==> src/rtl/tdc_pulse_generator_pkg.sv <==
// Shared TDC constants: fine-chain length (matches the TDC's own chain so
// fine bins line up) and the pulse generator's state encoding.
package tdc_pkg;

  localparam int CHAIN_LEN = 143;

  typedef logic [1:0] state_t;

  localparam logic [1:0] S_IDLE = 2'd0;
  localparam logic [1:0] S_RUN  = 2'd1;
  localparam logic [1:0] S_GAP  = 2'd2;
  localparam logic [1:0] S_DONE = 2'd3;

endpackage

==> src/rtl/tdc_pulse_generator_if.sv <==
// Request/config bus and pulse outputs of the self-test pulse generator.
interface tdc_pulse_generator_if #(
  parameter int COARSE_W = 32,
  parameter int FINE_W   = 8
);
  logic                go;
  logic [COARSE_W-1:0] coarse_delay;
  logic [FINE_W-1:0]   fine_delay;
  logic [7:0]          burst_count;
  logic [15:0]         gap_cycles;
  logic                start_signal;
  logic                stop_signal;
  logic                busy;
  logic                done;
  logic [7:0]          pairs_sent;

  modport master (
    output go, coarse_delay, fine_delay, burst_count, gap_cycles,
    input  start_signal, stop_signal, busy, done, pairs_sent
  );

  modport slave (
    input  go, coarse_delay, fine_delay, burst_count, gap_cycles,
    output start_signal, stop_signal, busy, done, pairs_sent
  );
endinterface

==> src/rtl/tdc_pulse_generator_tap.sv <==
// Inverter-pair delay chain mirroring the TDC chain, with a tap mux.
// Tap 0 is the input itself; tap i sits after i inverter pairs.
module tdc_tap_delay_line #(
  parameter int CHAIN_LEN = 143,
  parameter int FINE_W    = 8
) (
  input  logic              in,
  input  logic [FINE_W-1:0] sel,
  output logic              out
);

  (* keep = "true", dont_touch = "true" *) logic [CHAIN_LEN-1:0] tap;
  (* keep = "true", dont_touch = "true" *) logic [CHAIN_LEN-1:1] mid;

  assign tap[0] = in;

  for (genvar i = 1; i < CHAIN_LEN; i++) begin : g_pair
    assign mid[i] = ~tap[i-1];
    assign tap[i] = ~mid[i];
  end

  // sel is clamped upstream and only changes while the stop path is idle
  assign out = tap[sel];

endmodule

==> src/rtl/tdc_pulse_generator.sv <==
// Start/stop pulse-pair generator for TDC self-test: FSM, coarse counter,
// registered outputs, and a fine tap chain on the stop path.
module tdc_pulse_generator
  import tdc_pkg::*;
#(
  parameter int COARSE_W = 32,
  parameter int FINE_W   = 8,
  parameter int PULSE_W  = 4
) (
  input  logic                  sampling_clk,
  input  logic                  reset_internal_logic,
  tdc_pulse_generator_if.slave  bus
);

  localparam int TW = COARSE_W + 1;
  localparam logic [FINE_W-1:0] FINE_MAX = FINE_W'(CHAIN_LEN - 1);

  state_t              state_q, state_d;
  logic [TW-1:0]       t_q, t_d;
  logic [15:0]         gap_q, gap_d;
  logic [COARSE_W-1:0] coarse_q, coarse_d;
  logic [FINE_W-1:0]   fine_q, fine_d;
  logic [7:0]          burst_q, burst_d;
  logic [7:0]          pairs_q, pairs_d;
  logic                start_q, stop_raw_q, busy_q, done_q;

  logic [TW-1:0] stop_lo, stop_hi, last_t;
  logic          in_run, pair_end, last_pair, gap_end;

  // t is one bit wider than coarse so the end-of-pair point never wraps
  assign stop_lo   = {1'b0, coarse_q};
  assign stop_hi   = stop_lo + TW'(PULSE_W);
  assign last_t    = stop_hi - TW'(1);
  assign in_run    = (state_q == S_RUN);
  assign pair_end  = in_run && (t_q == last_t);
  assign last_pair = ({1'b0, pairs_q} + 9'd1) >= {1'b0, burst_q};
  assign gap_end   = ({1'b0, gap_q} + 17'd1) >= {1'b0, bus.gap_cycles};

  always_comb begin
    state_d  = state_q;
    t_d      = t_q;
    gap_d    = gap_q;
    coarse_d = coarse_q;
    fine_d   = fine_q;
    burst_d  = burst_q;
    pairs_d  = pairs_q;
    case (state_q)
      S_IDLE: begin
        // busy_q still high means done is showing; that go is dropped
        if (bus.go && !busy_q) begin
          coarse_d = bus.coarse_delay;
          fine_d   = (bus.fine_delay > FINE_MAX) ? FINE_MAX : bus.fine_delay;
          burst_d  = (bus.burst_count == 8'd0) ? 8'd1 : bus.burst_count;
          pairs_d  = 8'd0;
          t_d      = '0;
          state_d  = S_RUN;
        end
      end
      S_RUN: begin
        t_d = t_q + TW'(1);
        if (pair_end) begin
          pairs_d = (pairs_q == 8'hFF) ? pairs_q : pairs_q + 8'd1;
          t_d     = '0;
          if (last_pair) begin
            state_d = S_DONE;
          end else if (bus.gap_cycles != 16'd0) begin
            gap_d   = 16'd0;
            state_d = S_GAP;
          end
        end
      end
      S_GAP: begin
        if (gap_end) begin
          t_d     = '0;
          state_d = S_RUN;
        end else begin
          gap_d = gap_q + 16'd1;
        end
      end
      default: state_d = S_IDLE;
    endcase
  end

  always_ff @(posedge sampling_clk or negedge reset_internal_logic) begin
    if (!reset_internal_logic) begin
      state_q    <= S_IDLE;
      t_q        <= '0;
      gap_q      <= '0;
      coarse_q   <= '0;
      fine_q     <= '0;
      burst_q    <= 8'd1;
      pairs_q    <= '0;
      start_q    <= 1'b0;
      stop_raw_q <= 1'b0;
      busy_q     <= 1'b0;
      done_q     <= 1'b0;
    end else begin
      state_q    <= state_d;
      t_q        <= t_d;
      gap_q      <= gap_d;
      coarse_q   <= coarse_d;
      fine_q     <= fine_d;
      burst_q    <= burst_d;
      pairs_q    <= pairs_d;
      start_q    <= in_run && (t_q < TW'(PULSE_W));
      stop_raw_q <= in_run && (t_q >= stop_lo) && (t_q < stop_hi);
      busy_q     <= (state_q != S_IDLE);
      done_q     <= (state_q == S_DONE);
    end
  end

  tdc_tap_delay_line #(
    .CHAIN_LEN (CHAIN_LEN),
    .FINE_W    (FINE_W)
  ) u_line (
    .in  (stop_raw_q),
    .sel (fine_q),
    .out (bus.stop_signal)
  );

  assign bus.start_signal = start_q;
  assign bus.busy         = busy_q;
  assign bus.done         = done_q;
  assign bus.pairs_sent   = pairs_q;

endmodule

==> src/flat_wrapper.sv <==
// flat-port wrapper written by rule: the top's interface ports become plain ports
module tdc_pulse_generator_flat import tdc_pkg::*;
#(
  parameter int COARSE_W = 32,
  parameter int FINE_W   = 8,
  parameter int PULSE_W  = 4
)
  (sampling_clk, reset_internal_logic, bus_go, bus_coarse_delay, bus_fine_delay, bus_burst_count, bus_gap_cycles, bus_start_signal, bus_stop_signal, bus_busy, bus_done, bus_pairs_sent);
  tdc_pulse_generator_if #(.COARSE_W(COARSE_W), .FINE_W(FINE_W)) bus_i ();
  input  logic sampling_clk;
  input  logic reset_internal_logic;
  input wire logic [$bits(bus_i.go)-1:0] bus_go;
  input wire logic [$bits(bus_i.coarse_delay)-1:0] bus_coarse_delay;
  input wire logic [$bits(bus_i.fine_delay)-1:0] bus_fine_delay;
  input wire logic [$bits(bus_i.burst_count)-1:0] bus_burst_count;
  input wire logic [$bits(bus_i.gap_cycles)-1:0] bus_gap_cycles;
  output wire logic [$bits(bus_i.start_signal)-1:0] bus_start_signal;
  output wire logic [$bits(bus_i.stop_signal)-1:0] bus_stop_signal;
  output wire logic [$bits(bus_i.busy)-1:0] bus_busy;
  output wire logic [$bits(bus_i.done)-1:0] bus_done;
  output wire logic [$bits(bus_i.pairs_sent)-1:0] bus_pairs_sent;
  assign bus_i.go = bus_go;
  assign bus_i.coarse_delay = bus_coarse_delay;
  assign bus_i.fine_delay = bus_fine_delay;
  assign bus_i.burst_count = bus_burst_count;
  assign bus_i.gap_cycles = bus_gap_cycles;
  assign bus_start_signal = bus_i.start_signal;
  assign bus_stop_signal = bus_i.stop_signal;
  assign bus_busy = bus_i.busy;
  assign bus_done = bus_i.done;
  assign bus_pairs_sent = bus_i.pairs_sent;
  tdc_pulse_generator #(.COARSE_W(COARSE_W), .FINE_W(FINE_W), .PULSE_W(PULSE_W)) u_core (.sampling_clk(sampling_clk), .reset_internal_logic(reset_internal_logic), .bus(bus_i));
endmodule
==> config.mk <==
export PLATFORM = sky130hd
export DESIGN_NAME = tdc_pulse_generator_flat
export DESIGN_NICKNAME = d
export VERILOG_FILES = /design/src/rtl/tdc_pulse_generator_pkg.sv /design/src/rtl/tdc_pulse_generator_if.sv /design/src/rtl/tdc_pulse_generator_tap.sv /design/src/rtl/tdc_pulse_generator.sv /design/src/flat_wrapper.sv
export SDC_FILE = /design/constraint.sdc
export NUM_CORES = 1
export LEC_CHECK = 0
export BUFFER_PORTS_ARGS = -buffer_cell sky130_fd_sc_hd__buf_4
export CORE_UTILIZATION = 59
export CTS_CLUSTER_SIZE = 8
export DETAILED_ROUTE_END_ITERATION = 7
export PLACE_DENSITY = 0.78
export SYNTH_ARGS = -nofsm -noshare
export SYNTH_HDL_FRONTEND = slang
export SYNTH_SLANG_ARGS = --single-unit
==> constraint.sdc <==
create_clock -name sampling_clk -period 9.4 [get_ports sampling_clk]
set_clock_uncertainty 0.2 [all_clocks]
set_input_delay 1.41 -clock sampling_clk [delete_from_list [all_inputs] [get_ports sampling_clk]]
set_output_delay 1.41 -clock sampling_clk [all_outputs]
set_load 0.01 [all_outputs]
==> flow_metrics.env, run 1 <==
export IMPL_status="finished clean"
export IMPL_yosysWarnings=0
export IMPL_finalHoldViolations=0
export IMPL_clock_sinks=111
export IMPL_relSlewSlack=0.250
export IMPL_pin_count=79
export IMPL_cp_data_arrival_time_ps=5190
export IMPL_max_cap_viol_count=0
export IMPL_dp_hpwl_um=19600
export IMPL_fin_hold_ws_ps=286
export IMPL_avgSynthCellArea_um2=8.51
export IMPL_slowest_delay_ps=960
export IMPL_crit_required_ps=9410
export IMPL_layout_commonest_cell="nand2_1"
export IMPL_wirelength_um=26000
export IMPL_post_cts_resized_instances=0
export IMPL_grt_pass1_vias=8642
export IMPL_finalMaxSlewViolations=0
export IMPL_cts_max_path_buffers=2
export IMPL_stdcell_area_um2=11100
export IMPL_clock_latency_ps=380
export IMPL_h_tree_depth=3
export IMPL_cts_made_buffers=9
export IMPL_final_core_util=0.666
export IMPL_antenna_found_initial=0
export IMPL_wl_per_cell_um=17.9
export IMPL_setup_viol=0
export IMPL_p_leak_nw=4.92
export IMPL_ant_nets=0
export IMPL_drtIter0Drc=850
export IMPL_path_buf_inv=1
export IMPL_period_needed_ps=5180
export IMPL_power_density_nw_per_um2=230
export IMPL_synth_nets=1356
export IMPL_multi_input_area_um2=6850
export IMPL_fp_dieH_um=133
export IMPL_rsz0062_at_grt="false"
export IMPL_grt_use_met2=0.496
export IMPL_initial_core_util=0.610
export IMPL_postPlaceCellArea_um2=10800
export IMPL_crit_fanout=31
export IMPL_rows=47
export IMPL_layout_drive_gt1_share=0.130
export IMPL_drcViolationCount=0
export IMPL_via_per_inst=6.35
export IMPL_grt_overflow=0
export IMPL_via_count=9236
export IMPL_path_delay_family="simple AND/OR/NAND/NOR gates"
export IMPL_final_cell_mix="129 x nand2_1, 110 x dfrtp_1, 93 x ha_1"
export IMPL_worstMarginPinSlew_ps=1120
export IMPL_tritoncts="yes"
export IMPL_use_met1=0.413
export IMPL_n_fill_cell=1408
export IMPL_vdd_ir_drop_max_mv=0.130
export IMPL_grt_busiest_layer="met2"
export IMPL_final_nets=1389
export IMPL_portBuffers=78
export IMPL_grt_first_pass_wirelength_um=43400
export IMPL_cpMaxStageDelayCell="nor2_4"
export IMPL_path_clk_slew_ps=90
export IMPL_gp_congestion=0.934
export IMPL_crit_path_cell_trace="ha_1 > and3_1 > nand3_1 > nor2_1 > xor2_1 > ha_1 > nand4_1 > o41ai_1 > a311o_1 > buf_4 > nand3_1 > nor2_4 > nor3_1"
export IMPL_cts_hold_buffers=0
export IMPL_crit_type="reg2reg"
export IMPL_antenna_cells=0
export IMPL_cts_setup_buffers=0
export IMPL_grt_max_degree=85
export IMPL_synthCells=1196
export IMPL_ff_latch_area_um2=2780
export IMPL_fmax_mhz=193
export IMPL_die_area_um2=17800
export IMPL_firstDrtPassIters=5
export IMPL_fp_coreArea_um2=16700
export IMPL_groute_usage_overall=0.303
export IMPL_netlist_area_um2=10200
export IMPL_cts_root_buf="clkbuf_16"
export IMPL_area_delta_synth_final_pct=9.30
export IMPL_met3_usage=0.0381
export IMPL_finalCritPeriodShare=0.551
export IMPL_fin_total_pwr_mw=2.56
export IMPL_die_w_um=133
export IMPL_hold_class="reg2reg"
export IMPL_cp_end_kind="flop"
export IMPL_final_setup_tns_ps=0
export IMPL_startpoint_type="flop"
-- power breakdown --
part	internal, mW	total, mW	switching, mW
clock network	0.217	0.431	0.214
logic	0.526	1.29	0.764
registers	0.620	0.841	0.220
total	1.36	2.56	1.20
-- per-stage QoR --
step	worst slack, ps	instances
after floorplan	4920	1196
after global placement	4440	1438
after detailed placement	4300	1438
after CTS	4270	1454
after global routing	3850	1454
final	4220	1454
-- state kept, by name (all words and copies together), names as in the netlist --
| signal | count |
|---|---|
| u_core.burst_q | 8 |
| u_core.bus.busy | 1 |
| u_core.bus.done | 1 |
| u_core.bus.pairs_sent | 8 |
| u_core.bus.start_signal | 1 |
| u_core.coarse_q | 32 |
| u_core.fine_q | 8 |
| u_core.gap_q | 16 |
| u_core.state_q | 2 |
| u_core.stop_raw_q | 1 |
| u_core.t_q | 33 |
-- layout make-up --
cell class                      count  area share
Clock inverter                      7     0.00956
Clock buffer                        9      0.0202
Multi-Input combinational cell    951       0.615
Tap cell                          220      0.0247
Inverter                           73      0.0246
Sequential cell                   111       0.250
Timing Repair Buffer               83      0.0560
-- path summary, 6_finish.rpt --
path / to / cells past startpoint / startpoint / slack [ps]
max reg2reg: u_core.t_q[2]$_DFFE_PN0P_ / 13 / u_core.gap_q[0]$_DFFE_PN0P_ / 4220
min reg2reg: u_core.fine_q[4]$_DFFE_PN0P_ / 2 / u_core.fine_q[4]$_DFFE_PN0P_ / 290
max: u_core.t_q[2]$_DFFE_PN0P_ / 13 / u_core.gap_q[0]$_DFFE_PN0P_ / 4220
min: u_core.fine_q[4]$_DFFE_PN0P_ / 2 / u_core.fine_q[4]$_DFFE_PN0P_ / 290
max in group asynchronous: u_core.t_q[26]$_DFFE_PN0P_ / 2 / reset_internal_logic / 6860
min in group asynchronous: u_core.coarse_q[5]$_DFFE_PN0P_ / 1 / reset_internal_logic / 810
-- tightest hold or removal path: cells and delay by family, from the launching register on --
family           cells  cell delay (ps)
flip-flops           1              350
AO/OA/AOI/OAI        1               60
AND/OR/NAND/NOR      1               50
-- metal layers --
layer	wire length, µm	vias up
met1	11600	4431
met5	0	-
met4	620	0
met2	12100	306
li1	-	4441
met3	1590	58
Power figures use the tool's default switching activity.
==> run 2: changes to the inputs <==
- CORE_UTILIZATION: 59 -> 57
- PLACE_DENSITY: 0.78 -> 0.79
- clock period: 9.4 -> 4.6 ns (I/O delays scaled with it)
==> flow_metrics.env, run 2 <==
export IMPL_antenna_found_initial=0
export IMPL_cp_data_arrival_time_ps=4370
export IMPL_fp_coreArea_um2=17400
export IMPL_power_density_nw_per_um2=472
export IMPL_antenna_cells=0
export IMPL_final_setup_tns_ps=0
export IMPL_postPlaceCellArea_um2=10900
export IMPL_firstDrtPassIters=7
export IMPL_fp_dieH_um=136
export IMPL_crit_required_ps=4620
export IMPL_relSlewSlack=0.205
export IMPL_via_per_inst=6.40
export IMPL_slowest_delay_ps=590
export IMPL_synthCells=1196
export IMPL_p_leak_nw=5.03
export IMPL_crit_type="reg2reg"
export IMPL_stdcell_area_um2=11300
export IMPL_path_clk_slew_ps=80
export IMPL_groute_usage_overall=0.306
export IMPL_crit_start="u_core.coarse_q[2]$_DFFE_PN0P_"
export IMPL_finalMaxSlewViolations=0
export IMPL_grt_first_pass_wirelength_um=44700
export IMPL_portBuffers=78
export IMPL_max_cap_viol_count=0
export IMPL_crit_path_cell_trace="ha_1 > and3_2 > nand2_1 > buf_4 > or4_1 > xor2_2 > o2111ai_1 > nor4_1 > a211oi_1 > a22oi_4 > nand3_4 > nor2_8 > buf_12 > nor3_1"
export IMPL_grt_overflow=0
export IMPL_finalHoldViolations=0
export IMPL_startpoint_type="flop"
export IMPL_fmax_mhz=230
export IMPL_h_tree_depth=3
export IMPL_vdd_ir_drop_max_mv=0.335
export IMPL_grt_pass1_vias=9127
export IMPL_status="finished clean"
export IMPL_setup_viol=0
export IMPL_die_w_um=136
export IMPL_avgSynthCellArea_um2=8.51
export IMPL_cts_max_path_buffers=2
export IMPL_reg2regPathDepth=14
export IMPL_final_core_util=0.653
export IMPL_r2r_start="u_core.coarse_q[2]$_DFFE_PN0P_"
export IMPL_wirelength_um=27300
export IMPL_n_fill_cell=1451
export IMPL_multi_input_area_um2=6880
export IMPL_cts_hold_buffers=0
export IMPL_final_cell_mix="129 x nand2_1, 110 x dfrtp_1, 99 x buf_4"
export IMPL_crit_fanout=31
export IMPL_grt_max_degree=59
export IMPL_die_area_um2=18400
export IMPL_netlist_area_um2=10200
export IMPL_regToRegSetupSlack_ps=250
export IMPL_layout_commonest_cell="nand2_1"
export IMPL_tritoncts="yes"
export IMPL_pin_count=79
export IMPL_synth_nets=1356
export IMPL_cpMaxStageDelayCell="or4_1"
export IMPL_rows=48
export IMPL_top_layer="met4"
export IMPL_dp_hpwl_um=20500
export IMPL_ff_latch_area_um2=2780
export IMPL_dp_slack_ps=175
export IMPL_cp_end_kind="flop"
export IMPL_ant_nets=0
export IMPL_layout_drive_gt1_share=0.148
export IMPL_drtIter0Drc=873
export IMPL_initial_core_util=0.587
export IMPL_fin_ws_ps=249
export IMPL_largest_reg_flops=33
export IMPL_cts_made_buffers=9
export IMPL_wl_per_cell_um=18.5
export IMPL_clock_latency_ps=370
export IMPL_yosysWarnings=0
export IMPL_final_nets=1408
export IMPL_wl_met2_um=12700
export IMPL_largest_register="u_core.t_q"
export IMPL_period_needed_ps=4350
export IMPL_finalCritPeriodShare=0.946
export IMPL_via_count=9463
export IMPL_dr_wl_met3_um=1910
export IMPL_gp_congestion=1.01
export IMPL_area_delta_synth_final_pct=11.2
export IMPL_wl_met1_um=11800
export IMPL_rsz0062_at_grt="false"
export IMPL_clock_sinks=111
export IMPL_largestRegisters="u_core.t_q (33), u_core.coarse_q (32), u_core.gap_q (16)"
export IMPL_r2r_end="u_core.t_q[2]$_DFFE_PN0P_"
export IMPL_drcViolationCount=0
export IMPL_hold_class="in2async"
export IMPL_cts_root_buf="clkbuf_16"
export IMPL_worstMarginPinSlew_ps=1190
run 2: cell types whose count changed in the layout (fill, tap and decap cells not counted), sizes merged:
cell,delta
clkinv,+1
nor2,+1
inv,-1
buf,+18
run 2: area by class of cell:
| type | instances | share of cell area |
|---|---|---|
| multi-input combinational | 952 | 0.608 |
| clock inverter | 7 | 0.00906 |
| timing repair buffer | 101 | 0.0691 |
| inverter | 73 | 0.0242 |
| sequential | 111 | 0.245 |
| clock buffer | 9 | 0.0199 |
| tap | 225 | 0.0249 |
run 2: worst max-delay path by stage:
stage / end / slack, ps / cells after the start
finish: u_core.t_q[2]$_DFFE_PN0P_ / 250 / 14
detailed placement: u_core.t_q[2]$_DFFE_PN0P_ / 170 / 14
floorplan: u_core.t_q[25]$_DFFE_PN0P_ / 480 / 17
CTS: u_core.t_q[2]$_DFFE_PN0P_ / 130 / 14
global route: u_core.t_q[2]$_DFFE_PN0P_ / 6 / 18
global placement: u_core.t_q[2]$_DFFE_PN0P_ / 310 / 15
run 2: metal layers:
layer,global-route usage,vias to the layer above
met3,0.0557,78
met1,0.394,4512
met5,0,-
met2,0.503,382
li1,-,4491
met4,0.124,0
run 2: repair_timing:
action,CTS,global route
endpoints found under the setup margin,0,58
resized for setup,0,7
setup buffers,0,2
run 2: where the power goes:
part	leakage, nW	internal [mW]	switching, mW
Combinational	3.47	1.12	1.62
Sequential	1.40	1.27	0.461
Clock	0.156	0.441	0.432
Total	5.03	2.83	2.52
run 2: critical path: cells and delay by family, from the launching register on:
kind            cells  cell delay, ps
flops               1             500
fa+ha+maj           1             350
simple gates        7            1770
buf+inv             2             460
compound gates      3             660
xor+xnor            1             250
run 2: metrics by stage:
step,hold WS [ps],instances,total power [mW]
2_1_floorplan,194,1196,3.64
3_3_place_gp,260,1459,4.29
3_5_place_dp,271,1459,4.39
4_1_cts,195,1475,5.28
5_1_grt,219,1478,5.75
6_report,178,1478,5.35
==> run 3: changes to the inputs <==
- CORE_UTILIZATION: 57 -> 45
- PLACE_DENSITY: 0.79 -> not set
- REMOVE_ABC_BUFFERS: not set -> 1
==> flow_metrics.env, run 3 (synthesized netlist as in run 2, its figures left out) <==
export IMPL_status="finished, violations left"
export IMPL_violations="DRC"
export IMPL_firstDrtPassIters=7
export IMPL_tritoncts="yes"
export IMPL_finalHoldViolations=0
export IMPL_clock_latency_ps=370
export IMPL_wl_per_cell_um=17.8
export IMPL_antenna_found_initial=0
export IMPL_relSlewSlack=0.203
export IMPL_rsz0062_at_grt="false"
export IMPL_via_count=9012
export IMPL_startpoint_type="flop"
export IMPL_path_clk_slew_ps=90
export IMPL_final_cell_mix="128 x nand2_1, 110 x dfrtp_1, 107 x buf_4"
export IMPL_gp_congestion=0.969
export IMPL_grt_pass1_vias=8395
export IMPL_dp_hpwl_um=21300
export IMPL_finalMaxSlewViolations=0
export IMPL_crit_type="reg2reg"
export IMPL_power_density_nw_per_um2=465
export IMPL_crit_path_cell_trace="ha_1 > and3_1 > nand2_1 > or4_1 > and2_4 > or4b_1 > nor4_2 > nor3_1 > a22oi_4 > nand4_4 > a31o_2"
export IMPL_final_nets=1415
export IMPL_period_needed_ps=4350
export IMPL_hold_class="in2async"
export IMPL_crit_required_ps=4660
export IMPL_layout_drive_gt1_share=0.152
export IMPL_grt_overflow=0
export IMPL_cts_made_buffers=9
export IMPL_setup_viol=0
export IMPL_area_delta_synth_final_pct=12.4
export IMPL_groute_usage_overall=0.237
export IMPL_pin_count=79
export IMPL_via_per_inst=5.85
export IMPL_cts_max_path_buffers=2
export IMPL_cts_root_buf="clkbuf_16"
export IMPL_fin_hold_ws_ps=76.2
export IMPL_antenna_cells=0
export IMPL_initial_core_util=0.462
export IMPL_grt_first_pass_wirelength_um=44500
export IMPL_slowest_delay_ps=570
export IMPL_cpMaxStageDelayCell="or4_1"
export IMPL_finalCritPeriodShare=0.947
export IMPL_n_fill_cell=2129
export IMPL_p_leak_nw=5.07
export IMPL_ant_nets=0
export IMPL_largest_register="u_core.t_q"
export IMPL_layout_cells_non_filler=1540
export IMPL_wirelength_um=27400
export IMPL_max_cap_viol_count=0
export IMPL_layout_commonest_cell="nand2_1"
export IMPL_path_delay_family="simple AND/OR/NAND/NOR gates"
export IMPL_path_buf_inv=0
export IMPL_worstMarginPinSlew_ps=1190
export IMPL_cp_end_kind="flop"
export IMPL_vdd_ir_drop_max_mv=0.250
export IMPL_grt_max_degree=52
export IMPL_die_area_um2=23200
export IMPL_rows=54
export IMPL_dp_cells=1523
export IMPL_portBuffers=78
export IMPL_largest_reg_flops=33
export IMPL_clock_sinks=111
export IMPL_fmax_mhz=230
export IMPL_cts_setup_buffers=0
export IMPL_fp_coreArea_um2=22000
export IMPL_crit_fanout=16
export IMPL_h_tree_depth=3
export IMPL_drtIter0Drc=527
export IMPL_cp_data_arrival_time_ps=4420
export IMPL_largestRegisters="u_core.t_q (33), u_core.coarse_q (32), u_core.gap_q (16)"
export IMPL_fp_dieH_um=152
export IMPL_die_w_um=152
export IMPL_drcViolationCount=8
## run 3: changes by cell type in the layout (fill, tap and decap cells not counted), sizes merged
cell | previous run | this run
buf | 101 | 108
inv | 74 | 76
clkinvlp | 1 | 0
clkinv | 4 | 3
## run 3: area by class of cell
| class | instances | area (µm²) | share of cell area |
|---|---|---|---|
| multi-input combinational | 952 | 6880 | 0.601 |
| sequential | 111 | 2780 | 0.243 |
| timing repair buffer | 108 | 823 | 0.0719 |
| tap | 280 | 350 | 0.0306 |
| inverter | 73 | 274 | 0.0239 |
| clock buffer | 9 | 225 | 0.0197 |
| clock inverter | 7 | 110 | 0.00962 |
## run 3: repair_timing
action,4_1_cts,5_1_grt
hold buffers,0,0
setup endpoints to repair,0,35
gates resized for setup,0,6
## run 3: power by group
part,switching (mW),total [mW],internal (mW)
Clock,0.444,0.891,0.448
Combinational,1.59,2.73,1.14
Sequential,0.439,1.71,1.27
## run 3: final timing paths
path / cells after the start / start / end / slack (ps)
max: 11 / u_core.coarse_q[2]$_DFFE_PN0P_ / u_core.gap_q[10]$_DFFE_PN0P_ / 250
min: 1 / reset_internal_logic / u_core.burst_q[2]$_DFFE_PN0P_ / 80
max reg2reg: 11 / u_core.coarse_q[2]$_DFFE_PN0P_ / u_core.gap_q[10]$_DFFE_PN0P_ / 250
min reg2reg: 2 / u_core.burst_q[0]$_DFFE_PN1P_ / u_core.burst_q[0]$_DFFE_PN1P_ / 290
max in group asynchronous: 2 / reset_internal_logic / u_core.coarse_q[28]$_DFFE_PN0P_ / 3190
min in group sampling_clk: 2 / u_core.burst_q[0]$_DFFE_PN1P_ / u_core.burst_q[0]$_DFFE_PN1P_ / 290
## run 3: stage by stage
stage          setup TNS, ps  worst slack [ps]  utilization  total power [mW]  cell area (µm²)
3_5_place_dp               0               243        0.503              4.40            11100
4_1_cts                    0               237        0.518              5.31            11400
6_report                   0               245        0.520              5.32            11400
3_3_place_gp               0               285        0.503              4.36            11100
2_1_floorplan         -39820             -1160            -              3.57             9870
5_1_grt                    0              49.2        0.520              5.76            11400
## run 3: routing by layer
layer | track usage | wire length [µm] | up-vias
met5 | 0 | 0 | -
met2 | 0.383 | 12500 | 201
li1 | - | - | 4511
met4 | 0.0746 | 694 | 0
met3 | 0.0358 | 1070 | 41
met1 | 0.327 | 13200 | 4259
